File: config.mk
export PLATFORM = sky130hd
export DESIGN_NAME = mem_cmd_sequencer_flat
export DESIGN_NICKNAME = d
export VERILOG_FILES = /design/src/rtl/mem_cmd_sequencer_if.sv /design/src/rtl/mem_cmd_sequencer.sv /design/src/flat_wrapper.sv
export SDC_FILE = /design/constraint.sdc
export NUM_CORES = 1
export LEC_CHECK = 0
export BUFFER_PORTS_ARGS = -buffer_cell sky130_fd_sc_hd__buf_2
export CORE_ASPECT_RATIO = 0.7
export CORE_MARGIN = 3
export CORE_UTILIZATION = 45
export DETAILED_ROUTE_END_ITERATION = 10
export PLACE_DENSITY = 0.72
export SKIP_CTS_REPAIR_TIMING = 1
export SLEW_MARGIN = 20
export SYNTH_ARGS = -nofsm -noshare
export SYNTH_HDL_FRONTEND = slang
export SYNTH_SLANG_ARGS = --single-unit
File: constraint.sdc
create_clock -name clk -period 4.1 [get_ports clk]
set_input_delay 0.41 -clock clk [delete_from_list [all_inputs] [get_ports clk]]
set_output_delay 0.41 -clock clk [all_outputs]
set_load 0.01 [all_outputs]
File: src/rtl/mem_cmd_sequencer_if.sv
// Command/memory handshake bundle between the IO front end, the sequencer and the SDRAM controller.
// master = sequencer side, slave = front end / controller side.
interface mem_cmd_sequencer_if;
    logic        io_start;
    logic [1:0]  io_mode;
    logic [24:0] io_addr;
    logic [15:0] io_wdata;
    logic        mem_req;
    logic        mem_we;
    logic [24:0] mem_addr;
    logic [15:0] mem_wdata;
    logic        mem_ack;
    logic        mem_rvalid;
    logic [15:0] mem_rdata;
    logic        mem_done;
    logic [15:0] rd_data;
    logic        err_timeout;

    modport master (
        input  io_start, io_mode, io_addr, io_wdata,
        output mem_req, mem_we, mem_addr, mem_wdata,
        input  mem_ack, mem_rvalid, mem_rdata,
        output mem_done, rd_data, err_timeout
    );

    modport slave (
        output io_start, io_mode, io_addr, io_wdata,
        input  mem_req, mem_we, mem_addr, mem_wdata,
        output mem_ack, mem_rvalid, mem_rdata,
        input  mem_done, rd_data, err_timeout
    );
endinterface

File: src/rtl/mem_cmd_sequencer.sv
// Sequences one read/write/clear command per start edge onto the memory req/ack handshake.
// Request appears one cycle after entering a request state and is held until acked; start edges while busy are dropped.
module mem_cmd_sequencer #(
    parameter int CLEAR_WORDS    = 1024,
    parameter int TIMEOUT_CYCLES = 255
) (
    input  logic                 clk,
    input  logic                 rst,
    mem_cmd_sequencer_if.master  bus
);
    localparam int          TW        = $clog2(TIMEOUT_CYCLES + 1);
    localparam logic [24:0] LAST_ADDR = 25'(CLEAR_WORDS - 1);
    localparam logic [TW-1:0] TO_LIMIT = TW'(TIMEOUT_CYCLES);

    typedef enum logic [2:0] {
        IDLE,
        WR_REQ,
        RD_REQ,
        RD_WAIT,
        CLR_REQ
    } state_t;

    state_t         state;
    logic           startQ;
    logic [24:0]    clrCnt;
    logic [TW-1:0]  toCnt;
    logic           startEdge;
    logic [TW-1:0]  toNext;
    logic [24:0]    clrNext;

    assign startEdge = bus.io_start & ~startQ;
    assign toNext    = toCnt + TW'(1);
    assign clrNext   = clrCnt + 25'd1;

    always_ff @(posedge clk or posedge rst) begin
        if (rst) begin
            state           <= IDLE;
            startQ          <= 1'b0;
            clrCnt          <= '0;
            toCnt           <= '0;
            bus.mem_req     <= 1'b0;
            bus.mem_we      <= 1'b0;
            bus.mem_addr    <= '0;
            bus.mem_wdata   <= '0;
            bus.mem_done    <= 1'b1;
            bus.rd_data     <= '0;
            bus.err_timeout <= 1'b0;
        end else begin
            startQ <= bus.io_start;
            case (state)
                IDLE: begin
                    bus.mem_done <= 1'b1;
                    bus.mem_req  <= 1'b0;
                    // mode 11 is a no-op: nothing latched, error flag untouched
                    if (startEdge && bus.io_mode != 2'b11) begin
                        bus.mem_done    <= 1'b0;
                        bus.err_timeout <= 1'b0;
                        bus.mem_addr    <= bus.io_addr;
                        bus.mem_wdata   <= bus.io_wdata;
                        case (bus.io_mode)
                            2'b10: begin
                                state      <= WR_REQ;
                                bus.mem_we <= 1'b1;
                            end
                            2'b01: begin
                                state      <= RD_REQ;
                                bus.mem_we <= 1'b0;
                            end
                            default: begin
                                state         <= CLR_REQ;
                                bus.mem_we    <= 1'b1;
                                bus.mem_addr  <= '0;
                                bus.mem_wdata <= '0;
                                clrCnt        <= '0;
                            end
                        endcase
                    end
                end

                WR_REQ: begin
                    if (!bus.mem_req) begin
                        bus.mem_req <= 1'b1;
                    end else if (bus.mem_ack) begin
                        bus.mem_req  <= 1'b0;
                        bus.mem_done <= 1'b1;
                        state        <= IDLE;
                    end
                end

                RD_REQ: begin
                    if (!bus.mem_req) begin
                        bus.mem_req <= 1'b1;
                    end else if (bus.mem_ack) begin
                        bus.mem_req <= 1'b0;
                        toCnt       <= '0;
                        // a response arriving together with the ack completes the read
                        if (bus.mem_rvalid) begin
                            bus.rd_data  <= bus.mem_rdata;
                            bus.mem_done <= 1'b1;
                            state        <= IDLE;
                        end else begin
                            state <= RD_WAIT;
                        end
                    end
                end

                RD_WAIT: begin
                    if (bus.mem_rvalid) begin
                        bus.rd_data  <= bus.mem_rdata;
                        bus.mem_done <= 1'b1;
                        state        <= IDLE;
                    end else if (toNext == TO_LIMIT) begin
                        bus.err_timeout <= 1'b1;
                        bus.mem_done    <= 1'b1;
                        state           <= IDLE;
                    end else begin
                        toCnt <= toNext;
                    end
                end

                CLR_REQ: begin
                    if (!bus.mem_req) begin
                        bus.mem_req <= 1'b1;
                    end else if (bus.mem_ack) begin
                        if (clrCnt == LAST_ADDR) begin
                            bus.mem_req  <= 1'b0;
                            bus.mem_done <= 1'b1;
                            state        <= IDLE;
                        end else begin
                            clrCnt       <= clrNext;
                            bus.mem_addr <= clrNext;
                        end
                    end
                end

                default: state <= IDLE;
            endcase
        end
    end
endmodule

File: src/flat_wrapper.sv
// flat-port wrapper written by rule: the top's interface ports become plain ports
module mem_cmd_sequencer_flat 
#(
    parameter int CLEAR_WORDS    = 1024,
    parameter int TIMEOUT_CYCLES = 255
)
  (clk, rst, bus_io_start, bus_io_mode, bus_io_addr, bus_io_wdata, bus_mem_req, bus_mem_we, bus_mem_addr, bus_mem_wdata, bus_mem_ack, bus_mem_rvalid, bus_mem_rdata, bus_mem_done, bus_rd_data, bus_err_timeout);
  mem_cmd_sequencer_if bus_i ();
  input  logic clk;
  input  logic rst;
  input wire logic [$bits(bus_i.io_start)-1:0] bus_io_start;
  input wire logic [$bits(bus_i.io_mode)-1:0] bus_io_mode;
  input wire logic [$bits(bus_i.io_addr)-1:0] bus_io_addr;
  input wire logic [$bits(bus_i.io_wdata)-1:0] bus_io_wdata;
  output wire logic [$bits(bus_i.mem_req)-1:0] bus_mem_req;
  output wire logic [$bits(bus_i.mem_we)-1:0] bus_mem_we;
  output wire logic [$bits(bus_i.mem_addr)-1:0] bus_mem_addr;
  output wire logic [$bits(bus_i.mem_wdata)-1:0] bus_mem_wdata;
  input wire logic [$bits(bus_i.mem_ack)-1:0] bus_mem_ack;
  input wire logic [$bits(bus_i.mem_rvalid)-1:0] bus_mem_rvalid;
  input wire logic [$bits(bus_i.mem_rdata)-1:0] bus_mem_rdata;
  output wire logic [$bits(bus_i.mem_done)-1:0] bus_mem_done;
  output wire logic [$bits(bus_i.rd_data)-1:0] bus_rd_data;
  output wire logic [$bits(bus_i.err_timeout)-1:0] bus_err_timeout;
  assign bus_i.io_start = bus_io_start;
  assign bus_i.io_mode = bus_io_mode;
  assign bus_i.io_addr = bus_io_addr;
  assign bus_i.io_wdata = bus_io_wdata;
  assign bus_mem_req = bus_i.mem_req;
  assign bus_mem_we = bus_i.mem_we;
  assign bus_mem_addr = bus_i.mem_addr;
  assign bus_mem_wdata = bus_i.mem_wdata;
  assign bus_i.mem_ack = bus_mem_ack;
  assign bus_i.mem_rvalid = bus_mem_rvalid;
  assign bus_i.mem_rdata = bus_mem_rdata;
  assign bus_mem_done = bus_i.mem_done;
  assign bus_rd_data = bus_i.rd_data;
  assign bus_err_timeout = bus_i.err_timeout;
  mem_cmd_sequencer #(.CLEAR_WORDS(CLEAR_WORDS), .TIMEOUT_CYCLES(TIMEOUT_CYCLES)) u_core (.clk(clk), .rst(rst), .bus(bus_i));
endmodule
# [Word-level counts from Yosys, hierarchy flattened]
# Index checks and enable logic that the tools add are counted.
[word_totals] output_inout_bits=61 input_bits=64 regBits=98
[classes] n_bitwise=2 reduce_logical=17 muxes=54 n_eq_ne=24 addsub=2
[ops] cell="two-way mux 25 bit" n=7
[ops] cell="case mux 25 bit (2 select lines)" n=2
[ops] cell="two-way mux 16 bit" n=4
[ops] cell="two-way mux 8 bit" n=4
[ops] cell="case mux 16 bit (2 select lines)" n=1
[ops] cell="two-way mux 3 bit" n=10
[ops] cell="adder 25 x 1 -> 25 bit (second input constant)" n=1
[ops] cell="== test 25 x 10 -> 1 bit (second input constant)" n=1
[ops] cell="two-way mux 1 bit" n=19
[ops] cell="inequality test 2 bit (second input constant)" n=9
[ops] cell="case mux 8 bit (2 select lines)" n=1
[ops] cell="case mux 3 bit (5 select lines)" n=1
[ops] cell="inequality test 2 x 1 -> 1 bit (second input constant)" n=6
[ops] cell="AND reduction 10 bit" n=1
[ops] cell="AND reduction 5 bit" n=2
[ops] cell="AND reduction 9 bit" n=1
[ops] cell="adder 8 x 1 -> 8 bit (second input constant)" n=1
[ops] cell="== test 8 bit (second input constant)" n=1
[ops] cell="== test 3 x 2 -> 1 bit (second input constant)" n=2
[ops] cell="case mux 3 bit (2 select lines)" n=1
[ops] cell="AND reduction 6 bit" n=1
[ops] cell="nonzero test 2 bit" n=3
[ops] cell="case mux 1 bit (5 select lines)" n=1
[ops] cell="nonzero test 5 bit" n=1
[ops] cell="17 further kinds" n=18

# [Longest topological paths before layout]
# Gate-level depths: netlist of the first run.
[logic_depth] depth_word=5 depth_mapped=8

# [Worst setup path after synthesis of the first run]
# No wires, ideal clock.
[synth_timing] path_kind="register to register" start="register u_core.clrCnt[0]" end="register u_core.state[0]" stages_incl_launch_ff=7 arrival_time_ps=1951 slack_ps=2022 t_required_ps=3972 period_less_slack_ps=2078 setup_time_ps=128 n_path_buf=0 path_cell_list="dfrtp_1 ha_1 nand4_2 or4_4 a21oi_4 o2111ai_1 mux2_1"
[synth_via] elab_chain_cells=3
[synth_rtl] item="start: declaration" line="mem_cmd_sequencer.sv:25" text="logic [24:0] clrCnt;"
[synth_rtl] item="start signal: assignment" line="mem_cmd_sequencer.sv:130" text="clrCnt <= clrNext;"
[synth_rtl] item="== test 25 x 10 -> 1 bit" line="mem_cmd_sequencer.sv:125" text="if (clrCnt == LAST_ADDR) begin"
[synth_rtl] item="inequality test 2 x 1 -> 1 bit (no source line)"
[synth_rtl] item="AND reduction 9 bit (no source line)"
[synth_rtl] item="end signal: assignment" line="mem_cmd_sequencer.sv:115" text="state <= IDLE;"
[synth_rtl] item="end signal: assignment" line="mem_cmd_sequencer.sv:128" text="state <= IDLE;"
[synth_rtl] item="end signal: assignment" line="mem_cmd_sequencer.sv:136" text="default: state <= IDLE;"
[synth_rtl] item="end: declaration" line="mem_cmd_sequencer.sv:23" text="state_t state;"
# No other way between the ends.
# A chain may end at the register's enable or synchronous reset.

# [Worst setup path after layout of the first run]
[layout_timing] start="register u_core.clrCnt[0]" end="register u_core.clrCnt[7]"
[layout_via] elab_chain_cells=5
[layout_rtl] item="adder 25 x 1 -> 25 bit" line="mem_cmd_sequencer.sv:33" text="assign clrNext = clrCnt + 25'd1;"
[layout_rtl] item="two-way mux 25 bit" line="mem_cmd_sequencer.sv:125"
[layout_rtl] item="two-way mux 25 bit" line="mem_cmd_sequencer.sv:124" text="end else if (bus.mem_ack) begin"
[layout_rtl] item="two-way mux 25 bit" line="mem_cmd_sequencer.sv:122" text="if (!bus.mem_req) begin"
[layout_rtl] item="case mux 25 bit (2 select lines)" line="mem_cmd_sequencer.sv:50" text="case (state)"
# Several ways; a longest one is shown, not always the timed one. The select of a mux whose other input is x is not followed.

==> impl.org, run 1 <==
** Clock network
- Clock sink count :: 98
- Clock-pin slew of the registers on the worst-case setup and hold paths :: 0.07 ns
- Library cell used as clock root buffer :: sky130_fd_sc_hd__clkbuf_16
- The clock passes through at most 2 buffers.
- The H-tree was split into 3 levels.
- The clock reaches the later pin of the worst-skew pair after 0.35 ns.
- Num CTS Buffers :: 9
- TritonCTS built the clock tree.

** Global route
- The initial antenna violation count is 0.
- Overall overflow remaining after global route :: 0
- Total GRT Usage :: about a fifth
- Wire length of the first global-routing pass :: 21500 µm
- Vias in the first global route :: 4189
- Maximum number of pins on one net before global-route repair :: approximately 70

** STA
- The final critical path takes up 69.9% of the cycle.
- The number of pins with negative max-slew slack in the final report was 0.
- Setup repair after global routing left no endpoint under its margin.
- Setup violations remaining at the end of the flow were counted as 0.
- Across all hold checks on the routed design, the worst slack comes to approximately 0.21 ns.
- Headroom to the max-slew limit came out at around 29%.
- Final setup TNS :: 0 ns
- The clock period could shrink to 2.87 ns.
- Timing would allow up to 349 MHz.
- Clock skew on the completed layout was measured at 0.00881 ns.
- The total count of hold-check failures in the final report came to 0.
- Transition time at the pin with the least slew margin :: 1.07 ns

** Power and ir drop
- Net switching power :: 1480 µW
- Net switching is around two fifths of the power.
- Cell internal power was estimated by the tool at 2270 µW.
- Combinational group share of total power :: 38.7%
- Portion of total power attributed to sequential cells :: 39.7%
- Leakage component of the power :: around 0.0029 µW
- Of the total power, the clock network draws between 20 and 25%.
- VDD sags by at most roughly 0.25 mV.
- Areal power density over the cells :: 614 mW/mm²

** Place
- Post-Place Cells :: 788
- Post-DP Area :: 0.00580 mm²
- Summed over all nets, the half-perimeter wirelength after detailed placement is 9470 µm.
- Port bufs :: 124
- Routability-driven placement finished with a final weighted congestion of 0.916.

** Drt
- Wire length after detailed routing :: 13000 µm
- After detailed routing, the average wire length per cell comes to approximately 16 µm.
- In this run, the number of DRC markers left after iteration 0 of detailed routing was about 280.
- Number of vias per cell :: 5.51
- Number of optimization iterations in the first detailed-route pass :: 5
- The final route contains 4432 vias.
- In this run the remaining antenna-violating nets after routing total 0.
- DR DRC count :: 0

** Setup path
- CP cell instances :: ha_1, and4_1, nand4_1, o2111a_1, buf_4, o21ai_2, mux2_2
- The number of buffers and inverters on the critical path is 1.
- In this design, the largest share of critical-path delay is due to compound AO/OA/AOI/OAI gates.
- In this run the critical register-to-register path is launched from u_core.clrCnt[0].
- Startpoint type of the worst setup path :: register
- Setup slack, reg-to-reg :: 1.23 ns
- Depth of the worst register-to-register path :: 7
- At the worst endpoint, the arrival time is 3.10 ns.
- Required time reported for the critical path endpoint :: 4.33 ns
- Element type at the critical path end :: register
- R2r endpoint :: u_core.clrCnt[7]
- Critical path peak fanout :: 28
- The worst setup path is of the register to register kind.
- Among all stages on the critical path, the largest delay is contributed by sky130_fd_sc_hd__o2111a_1.
- On the worst path, the slowest cell contributes a delay of 0.45 ns.

** Synth
- Post-synth EDFFs :: 0
- Share of synthesized flip-flops with an asynchronous set or reset :: 100%
- After synthesis the cells add up to 0.00509 mm².
- Sequential area share after synthesis :: 48.2%
- Flops & latches, synth :: 98
- Among all flip-flop cells after synthesis, the most frequent one is sky130_fd_sc_hd__dfrtp_1.
- After synthesis, the netlist uses 54 different library cells.
- Average size of a mapped cell :: 9.35 µm²
- Yosys printed 0 warnings.
- Counting every net in the synthesized netlist gives between 600 and 700.
- Post-Syn Instances :: approximately 540

** Job
- Number of maximum-capacitance constraint violations :: 0

** Floorplan
- The floorplan step defined a core boundary enclosing between 0.01 and 0.015 mm².
- Area of the die :: 0.0126 mm²
- The floorplan step set the die width to 133 µm.
- Num ports :: 125
- The initialized floorplan defines 31 standard-cell rows.
- Starting density of the core :: 47.7%
- The die is roughly 95 µm tall.

** Min path
- The path with the worst hold slack has its endpoint at u_core.startQ.
- Along the worst hold path, the cell count comes to 1.
- Worst hold-check path type :: primary input to register
- Hold Crit Start :: bus_io_start

** Final layout
- Final Util :: around 57%
- After routing the design area is between 0.006 and 0.007 mm².
- Once layout is complete, the cells apart from fillers number between 800 and 900.
- The final layout contains 722 nets.
- Fraction of layout cells with a size suffix above 1 :: 27.4%
- Relative to the synthesized area, the layout overhead comes to 19.9%.
- The repair_antennas step left the layout with diodes totalling 0.

** Outcome
- The flow ran to the end, and the final reports show no timing, DRC or antenna violations.
## power groups by stage
stage	Sequential, µW	Clock (µW)	Combinational, µW
floorplan	1590	0	805
global placement	1480	0	1430
detailed placement	1500	0	1460
CTS	1490	832	1460
global route	1530	869	1620
finish	1490	810	1450
## placed cells by master (no fill, tap or decap), types with 2 or more instances in the layout
cell type / n
sky130_fd_sc_hd__and2_1: 5
sky130_fd_sc_hd__nand3_1: 17
sky130_fd_sc_hd__o211ai_1: 3
sky130_fd_sc_hd__inv_6: 2
sky130_fd_sc_hd__inv_1: 11
sky130_fd_sc_hd__nand3_2: 2
sky130_fd_sc_hd__nor2b_1: 2
sky130_fd_sc_hd__nor2_1: 55
sky130_fd_sc_hd__nor3b_1: 8
sky130_fd_sc_hd__mux2_2: 19
sky130_fd_sc_hd__nand2b_1: 22
sky130_fd_sc_hd__o31ai_1: 10
sky130_fd_sc_hd__xor2_1: 14
sky130_fd_sc_hd__o41ai_1: 2
sky130_fd_sc_hd__a31oi_1: 3
sky130_fd_sc_hd__clkinvlp_4: 2
sky130_fd_sc_hd__buf_4: 7
sky130_fd_sc_hd__dfrtp_1: 97
sky130_fd_sc_hd__buf_2: 124
sky130_fd_sc_hd__ha_1: 7
sky130_fd_sc_hd__a221oi_1: 10
sky130_fd_sc_hd__o21ai_1: 2
sky130_fd_sc_hd__o21ai_0: 70
sky130_fd_sc_hd__nor4_1: 3
sky130_fd_sc_hd__and3_1: 5
sky130_fd_sc_hd__clkbuf_16: 9
sky130_fd_sc_hd__a21oi_1: 24
sky130_fd_sc_hd__nand2_1: 56
sky130_fd_sc_hd__nand4_1: 9
sky130_fd_sc_hd__xnor2_1: 12
sky130_fd_sc_hd__and4_1: 5
sky130_fd_sc_hd__nor3_1: 11
## worst max path at each step
stage,to,startpoint,depth (start not counted),slack [ns]
after floorplan,u_core.bus.err_timeout,rst,1,1.13
after global placement,u_core.clrCnt[7],u_core.clrCnt[0],7,1.38
after detailed placement,u_core.clrCnt[7],u_core.clrCnt[0],7,1.29
after CTS,u_core.clrCnt[7],u_core.clrCnt[0],7,1.27
after global routing,u_core.clrCnt[10],u_core.clrCnt[0],8,1.04
final,u_core.clrCnt[7],u_core.clrCnt[0],7,1.23
## cells in the mapped netlist (all sizes together) (2+ instances only)
master    n  share of area (%)
o21ai    73                7.3
mux2     20                4.4
o31ai    11                1.9
nand4    10                1.4
nor2     55                4.1
ha        7                1.7
and2      5               0.62
nand3    19                2.0
a221oi   10                1.7
dfrtp    97                 48
clkbuf   26                1.9
and3      5               0.62
o2111ai   2               0.34
nor4      5                1.0
xor2     14                2.4
nand2    56                4.1
nor2b     2               0.25
nor3     11                1.1
a31oi     3               0.37
buf       9                1.0
o211ai    3               0.44
o41ai     2               0.34
and4      5               0.86
xnor2    12                2.1
or3b      2               0.34
nand2b   22                2.7
inv      12               0.89
a21oi    25                2.7
nor3b     8                1.2
## stage by stage
stage,total power [µW],worst slack (ns)
3_5_place_dp,2960,1.29
2_1_floorplan,2390,1.13
4_1_cts,3780,1.27
6_report,3740,1.23
5_1_grt,4020,1.04
3_3_place_gp,2910,1.38
## sequential cells by signal, summed over array words and instances (netlist names)
| register | cells |
|---|---|
| u_core.state | 3 |
| u_core.bus.mem_addr | 25 |
| u_core.bus.err_timeout | 1 |
| u_core.bus.mem_done | 1 |
| u_core.toCnt | 8 |
| u_core.bus.mem_wdata | 16 |
| u_core.bus.rd_data | 16 |
| u_core.bus.mem_req | 1 |
| u_core.clrCnt | 25 |
| u_core.bus.mem_we | 1 |
| u_core.startQ | 1 |
## layout make-up
cell class	count	area, µm²
clock inverters	7	62.6
fillers	949	4570
clock buffers	9	225
multi-input cells	399	2450
repair buffers	131	673
inverters	12	47.5
well taps	148	185
flip-flops and latches	98	2450
## cell families after synthesis
group / synth area share [%]
simple gates: 20.8
compound gates: 16.5
flops: 48.2
buf+inv: 3.84
xor+xnor: 4.48
mux: 4.43
fa+ha+maj: 1.72
## metal layers
layer / global-route usage [%] / routed length, µm / vias up
met5: 0 / 0 / -
met4: 5.54 / 119 / 0
li1: - / - / 2132
met3: 6.07 / 964 / 10
met2: 30.7 / 5640 / 166
met1: 31.2 / 6290 / 2124
Note: power is estimated with default switching activity, not from simulation.
==> run 2, diff against run 1 <==
==> constraint.sdc (replaced) <==
create_clock -name clk -period 2.9 [get_ports clk]
set_input_delay 0.29 -clock clk [delete_from_list [all_inputs] [get_ports clk]]
set_output_delay 0.29 -clock clk [all_outputs]
set_load 0.01 [all_outputs]
==> run 2 against run 1 <==
  * Clock power is 46% higher
  * Power is 44% higher
  * Setup slack worse by 0.86 ns
  * Utilization is 0.55 points higher
  * Sequential share of layout area is 0.38 points lower
  * Combinational power is 45% higher
  * Global-route usage is 0.59 points higher
  * Via count is 1.2% higher
  * Critical path depth is 1 lower
  * First-iteration DRC count is 42% higher
  * Critical path type unchanged
  * Highest routed layer unchanged
==> impl.org, run 2 (same netlist as run 1, synthesis figures left out) <==
** Outcome
- Result of the run :: finished clean

** Floorplan
- Horizontal die dimension :: 133 µm
- For this configuration, the core starts out at a cell density of 47.7%.
- Floorplan row count :: 31
- Placeable core region :: 0.0107 mm²
- The die covers 0.0126 mm².
- Num ports :: 125
- Height of the die :: 95.0 µm

** STA
- Setup violations remaining at the end of the flow were counted as 0.
- RSZ-0062 raised after global routing :: no
- Setup skew after layout :: 0.00811 ns
- Adding up every negative setup slack in the final design gives 0 ns.
- Share of the cycle needed by the critical path after routing :: 87.2%
- Based on the critical path, the design can be clocked at up to 395 MHz.
- Max-slew violation total from the final report :: 0
- For the pin with the worst max-slew slack, the measured transition is 1.08 ns.
- The tightest hold path in the finished design has a slack of ~0.043 ns.
- The total count of hold-check failures in the final report is 0.
- Worst-case headroom to the max-slew limit :: 28.2%
- Clock period minus final worst setup slack :: 2.53 ns

** Global route
- The via count of the first global-routing pass was 4209.
- Maximum number of pins on one net before global-route repair :: 54
- Antenna violations before repair :: 0
- Overall overflow remaining after global route :: 0
- Global routing used 21.8% of the available tracks across all layers.
- Wire length of the first global-routing pass :: 22000 µm

** Final layout
- The repair_antennas step left the layout with diodes totalling 0.
- Of the cells placed in the final design, the portion with a size suffix greater than 1 is 27.9%.
- The largest registers in the layout are u_core.bus.mem_addr (25), u_core.clrCnt (25).
- The library cell used most frequently in the layout, excluding fill and tap cells, is sky130_fd_sc_hd__buf_2.
- Nets :: 728
- Fill cells in the final layout number 935.
- At the end of the flow the core is filled with cells to 57.7%.
- Compared with the post-synthesis result, the final layout area differs by 21.0%.
- Top library cells by usage in the layout, fill and taps aside :: sky130_fd_sc_hd__buf_2 (124), sky130_fd_sc_hd__dfrtp_1 (97), sky130_fd_sc_hd__o21ai_0 (70), sky130_fd_sc_hd__nand2_1 (56), sky130_fd_sc_hd__nor2_1 (55)

** Setup path
- Data on the critical path arrives at its endpoint at 2.76 ns.
- Element type at the critical path end :: register
- STA classifies the critical path startpoint as a register.
- At the worst endpoint, the required time is 3.13 ns.
- Category of the most critical setup path :: register to register
- Along the worst path, the maximum fanout reaches 28.

** Drt
- Final ANT Viol Nets :: 0
- Dividing the detail-routed via count by the number of cells gives 5.54.
- Average routed wire per standard cell :: 16.6 µm
- For this run, design rule violations remaining after detail routing come to 0.
- In this run, the number of DRC markers left after iteration 0 of detailed routing was 404.
- Total via count in the routed design :: 4486
- The routed design has 13400 µm of wire.
- Number of optimization iterations in the first detailed-route pass :: 6

** Power and ir drop
- Leakage component of the power :: between 0.002 and 0.003 µW
- Areal power density over the cells :: 873 mW/mm²
- The internal portion of the total power is between 3000 and 4000 µW.
- Combinational group share of total power :: 39.1%
- Worst voltage drop across the vdd grid :: 0.478 mV
- Sw Share :: 39.2%
- Of the total power, registers draw 38.9%.
- The clock network is responsible for approximately 22% of the overall power.
- Net switching power :: 2110 µW
- Power comes to 5370 µW.

** Clock network
- CTS tree :: built
- At the later pin of the worst-skew pair, clock insertion delay measures around 0.35 ns.
- Clock-pin slew was measured on the worst setup and hold paths at 0.07 ns.
- Clock sink count :: 98
- Maximum clock insertion buffer count :: 2
- Num CTS Buffers :: 9
- H-tree depth :: 3
- Library cell used as clock root buffer :: sky130_fd_sc_hd__clkbuf_16

** Place
- Weighted congestion reported at the end of routability-driven placement :: 0.858
- Half-perimeter wire length of the detailed placement result :: 9790 µm
- In this run the tool buffered the top-level ports with 124 buffer cells.

** Job
- The tool flagged a number of max-cap violations equal to 0.

** Min path
- The min-delay analysis places its worst path in the category primary input to async pin.
[run 2: cell type report]
class / count / area, µm² / share of cell area, %
Clock buffer: 10 / 239 / 3.88
Inverter: 12 / 47.5 / 0.773
Tap cell: 148 / 185 / 3.01
Multi-Input combinational cell: 399 / 2440 / 39.7
Timing Repair Buffer: 137 / 731 / 11.9
Sequential cell: 98 / 2450 / 39.9
Clock inverter: 6 / 55.1 / 0.894
[run 2: metal layers]
| metal | GRT usage (%) | vias to the layer above | part of all wire, % |
|---|---|---|---|
| met5 | 0 | - | 0 |
| met4 | 5.02 | 0 | 0.95 |
| met3 | 5.27 | 10 | 7.2 |
| met2 | 32.3 | 182 | 44 |
| met1 | 32.3 | 2153 | 48 |
| li1 | - | 2141 | - |
[run 2: worst paths after layout]
path	startpoint	end	slack [ns]	cells past startpoint
setup / recovery	u_core.clrCnt[0]	u_core.clrCnt[3]	0.37	6
hold / removal	rst	u_core.bus.rd_data[15]	0.04	2
setup reg to reg	u_core.clrCnt[0]	u_core.clrCnt[3]	0.37	6
hold reg to reg	u_core.bus.mem_wdata[10]	u_core.bus.mem_wdata[10]	0.48	2
max in group asynchronous	rst	u_core.clrCnt[18]	2.17	3
min in group clk	bus_io_start	u_core.startQ	0.07	1
[run 2: power by group through the flow]
stage / Sequential (µW) / Combinational, µW / Clock (µW)
final: 2090 / 2100 / 1180
after global routing: 2160 / 2350 / 1260
after CTS: 2090 / 2120 / 1200
after detailed placement: 2120 / 2110 / 0
after global placement: 2090 / 2070 / 0
after floorplan: 2240 / 1140 / 0
[run 2: stage by stage]
stage,setup WS [ns],instance area (µm²),std cells
final,0.371,6150,810
after global routing,0.248,6150,810
after CTS,0.416,6150,810
after detailed placement,0.443,5860,794
after global placement,0.565,5860,794
after floorplan,0.0496,5090,544
[run 2: critical path: stages, from the launching register on]
cell and delay, ns:
sky130_fd_sc_hd__dfrtp_1 0.42, sky130_fd_sc_hd__ha_1 0.33, sky130_fd_sc_hd__and4_1 0.32, sky130_fd_sc_hd__nand4_1 0.15, sky130_fd_sc_hd__o2111a_1 0.34, sky130_fd_sc_hd__o21ai_2 0.42
sky130_fd_sc_hd__mux2_2 0.42
==> run 3, diff against run 2 <==
--- a/config.mk
+++ b/config.mk
@@ -8,9 +8,9 @@
 export BUFFER_PORTS_ARGS = -buffer_cell sky130_fd_sc_hd__buf_2
 export CORE_ASPECT_RATIO = 0.7
 export CORE_MARGIN = 3
-export CORE_UTILIZATION = 45
+export CORE_UTILIZATION = 50
 export DETAILED_ROUTE_END_ITERATION = 10
-export PLACE_DENSITY = 0.72
+export PLACE_DENSITY = 0.79
 export SKIP_CTS_REPAIR_TIMING = 1
 export SLEW_MARGIN = 20
 export SYNTH_ARGS = -nofsm -noshare
==> run 3 against run 2 <==
  * Maximum frequency decreased by 1.3%
  * Largest cell class unchanged
  * Final cell count down 3.1%
  * Power grew 0.24%
  * Register-to-register slack worse by 0.03 ns
  * Clock-buffer cell count is the same
  * Global-route usage up 1.5 points
  * Largest power group is now sequential cells
  * Utilization grew 4.6 points
  * Wire length is 1.6% lower
  * Final area down 0.77%
  * Critical endpoint unchanged
  * Critical path depth is the same
  * Via count rose by 1.6%
  * Die area is 9.5% lower
==> impl.org, run 3 (same netlist as run 1, synthesis figures left out) <==
** STA
- RSZ-0062 raised after global routing :: no
- Highest achievable clock rate :: 390 MHz
- Clock period minus final worst setup slack :: ~2.6 ns
- On the final layout, the worst clock skew is roughly 0.011 ns.
- Final setup TNS :: 0 ns
- Of the available clock period, the critical path in the final layout requires 88.4%.
- The total count of hold-check failures in the final report came to 0.
- For the pin with the worst max-slew slack, the measured transition is 1.07 ns.
- Headroom to the max-slew limit came out at 28.9%.
- The number of pins with negative max-slew slack in the final report came to 0.
- Setup violations remaining at the end of the flow were counted as 0.

** Clock network
- After clock tree synthesis, the clock-pin slew on the worst setup and hold paths is approximately 0.07 ns.
- Clock latency on the worst-skew pair, taken at its later pin, is 0.35 ns.
- Maximum clock insertion buffer count :: 2
- Clock sink count :: 98
- TritonCTS created 9 clock buffers.
- Library cell used as clock root buffer :: sky130_fd_sc_hd__clkbuf_16
- CTS tree :: built
- H-tree depth :: 3

** Final layout
- In the final layout, flip-flops and latches occupy 0.00245 mm².
- Area growth from synthesis to final layout :: 20.1%
- Leaving out fill and tap cells, the most frequent cells in the layout are sky130_fd_sc_hd__buf_2 (124), sky130_fd_sc_hd__dfrtp_1 (97), sky130_fd_sc_hd__o21ai_0 (70), sky130_fd_sc_hd__nand2_1 (56), sky130_fd_sc_hd__nor2_1 (55).
- Fillcell total :: 819
- Top Registers :: u_core.bus.mem_addr (25), u_core.clrCnt (25)
- The post-route netlist has 27.4% of its cells at a drive strength greater than 1.
- Cells fill 62.3% of the core in the end.
- Nets :: 724
- The multi-input combinational cells in the finished layout cover a total of 0.00244 mm².
- Most common library cell in the layout ignoring fill and taps :: sky130_fd_sc_hd__buf_2
- Diodes inserted :: 0

** Job
- Across the run, the number of max-cap violations was 0.

** Place
- The count of buffers added on input and output ports is 124.
- Half-perimeter wire length of the detailed placement result :: 9330 µm
- The congestion estimate from routability-driven global placement came to 0.867.

** Floorplan
- The floorplan has 30 rows.
- Starting density of the core :: 51.9%
- For this design the top-level I/O count stands at 125.
- The die is 90.4 µm tall.
- Area of the die :: approximately 0.011 mm²
- Placeable core region :: 0.00980 mm²
- From left edge to right edge, the die measures 127 µm.

** Setup path
- Required time reported for the critical path endpoint :: 3.13 ns
- The setup check on the worst reg-to-reg path leaves a slack of approximately 0.34 ns.
- Critical path peak fanout :: 28
- STA puts the critical path data arrival time at 2.79 ns.
- Element type at the critical path end :: register
- STA classifies the critical path startpoint as a register.
- The worst setup path is of the register to register kind.

** Power and ir drop
- The analysis attributes to cell leakage a power of about 0.0029 µW.
- Areal power density over the cells :: 882 mW/mm²
- Worst voltage drop across the vdd grid :: 0.412 mV

** Drt
- Summing over every cut layer, the via total after detailed routing is 4559.
- Number of optimization iterations in the first detailed-route pass :: 5
- Number of vias per cell :: between 5 and 6
- For this run, design rule violations remaining after detail routing come to 0.
- The count of nets left with antenna violations once routing finished came out at 0.
- Average routed wire per standard cell :: 16.8 µm
- Number of DRC violations after detailed-routing iteration 0 :: 390
- Wire length after detailed routing :: about 13000 µm

** Min path
- Worst hold-check path type :: primary input to async pin

** Global route
- Vias in the first global route :: roughly 4300
- Maximum number of pins on one net before global-route repair :: just over 60
- Overall overflow remaining after global route :: 0
- In the global route stage, overall resource usage came out at 23.4%.
- The initial antenna violation count was 0.
- The first global-routing pass estimated roughly 22000 µm of wire.

** Outcome
- The run finished with clean final reports.
[run 3: cell type report]
cell class | count | share of cell area, %
Sequential cell | 98 | 40.2
Multi-Input combinational cell | 399 | 40.0
Timing Repair Buffer | 133 | 11.5
Clock buffer | 10 | 3.91
Tap cell | 128 | 2.62
Clock inverter | 5 | 1.02
Inverter | 12 | 0.779
[run 3: stage by stage]
step                      hold WS (ns)  area [µm²]  setup WS (ns)  cells  power [µW]
after global placement           0.428        5810          0.486    770        4110
after global routing            0.0706        6110          0.171    785        5780
after detailed placement         0.432        5810          0.388    770        4190
final                           0.0792        6110          0.338    785        5390
after CTS                       0.0706        6110          0.373    785        5420
after floorplan                  0.321        5090         0.0496    544        3380
[run 3: routing by layer]
metal	global-route usage, %	wire length [µm]
met1	33.2	5970
met2	34.6	5910
met5	0	0
met4	6.16	235
met3	7.45	1110
[run 3: where the power goes]
part	leakage, µW	switching (µW)	internal (µW)
Clock	0.000141	520	692
Combinational	0.00147	1270	808
Sequential	0.00128	288	1810
Total	0.00289	2080	3310
[run 3: final timing paths]
| check | to | depth (start not counted) | from |
|---|---|---|---|
| max | u_core.clrCnt[3] | 6 | u_core.clrCnt[0] |
| min | u_core.bus.rd_data[2] | 2 | rst |
| max reg2reg | u_core.clrCnt[3] | 6 | u_core.clrCnt[0] |
| min reg2reg | u_core.bus.mem_wdata[5] | 2 | u_core.bus.mem_wdata[5] |
| max in group asynchronous | u_core.bus.mem_done | 3 | rst |
| min in group clk | u_core.startQ | 1 | bus_io_start |
[run 3: critical path, stage by stage, from the launching register on]
cell                       delay [ns]
sky130_fd_sc_hd__dfrtp_1         0.44
sky130_fd_sc_hd__ha_1            0.32
sky130_fd_sc_hd__and4_1          0.32
sky130_fd_sc_hd__nand4_1         0.18
sky130_fd_sc_hd__o2111a_1        0.35
sky130_fd_sc_hd__o21ai_2         0.42
sky130_fd_sc_hd__mux2_2          0.42
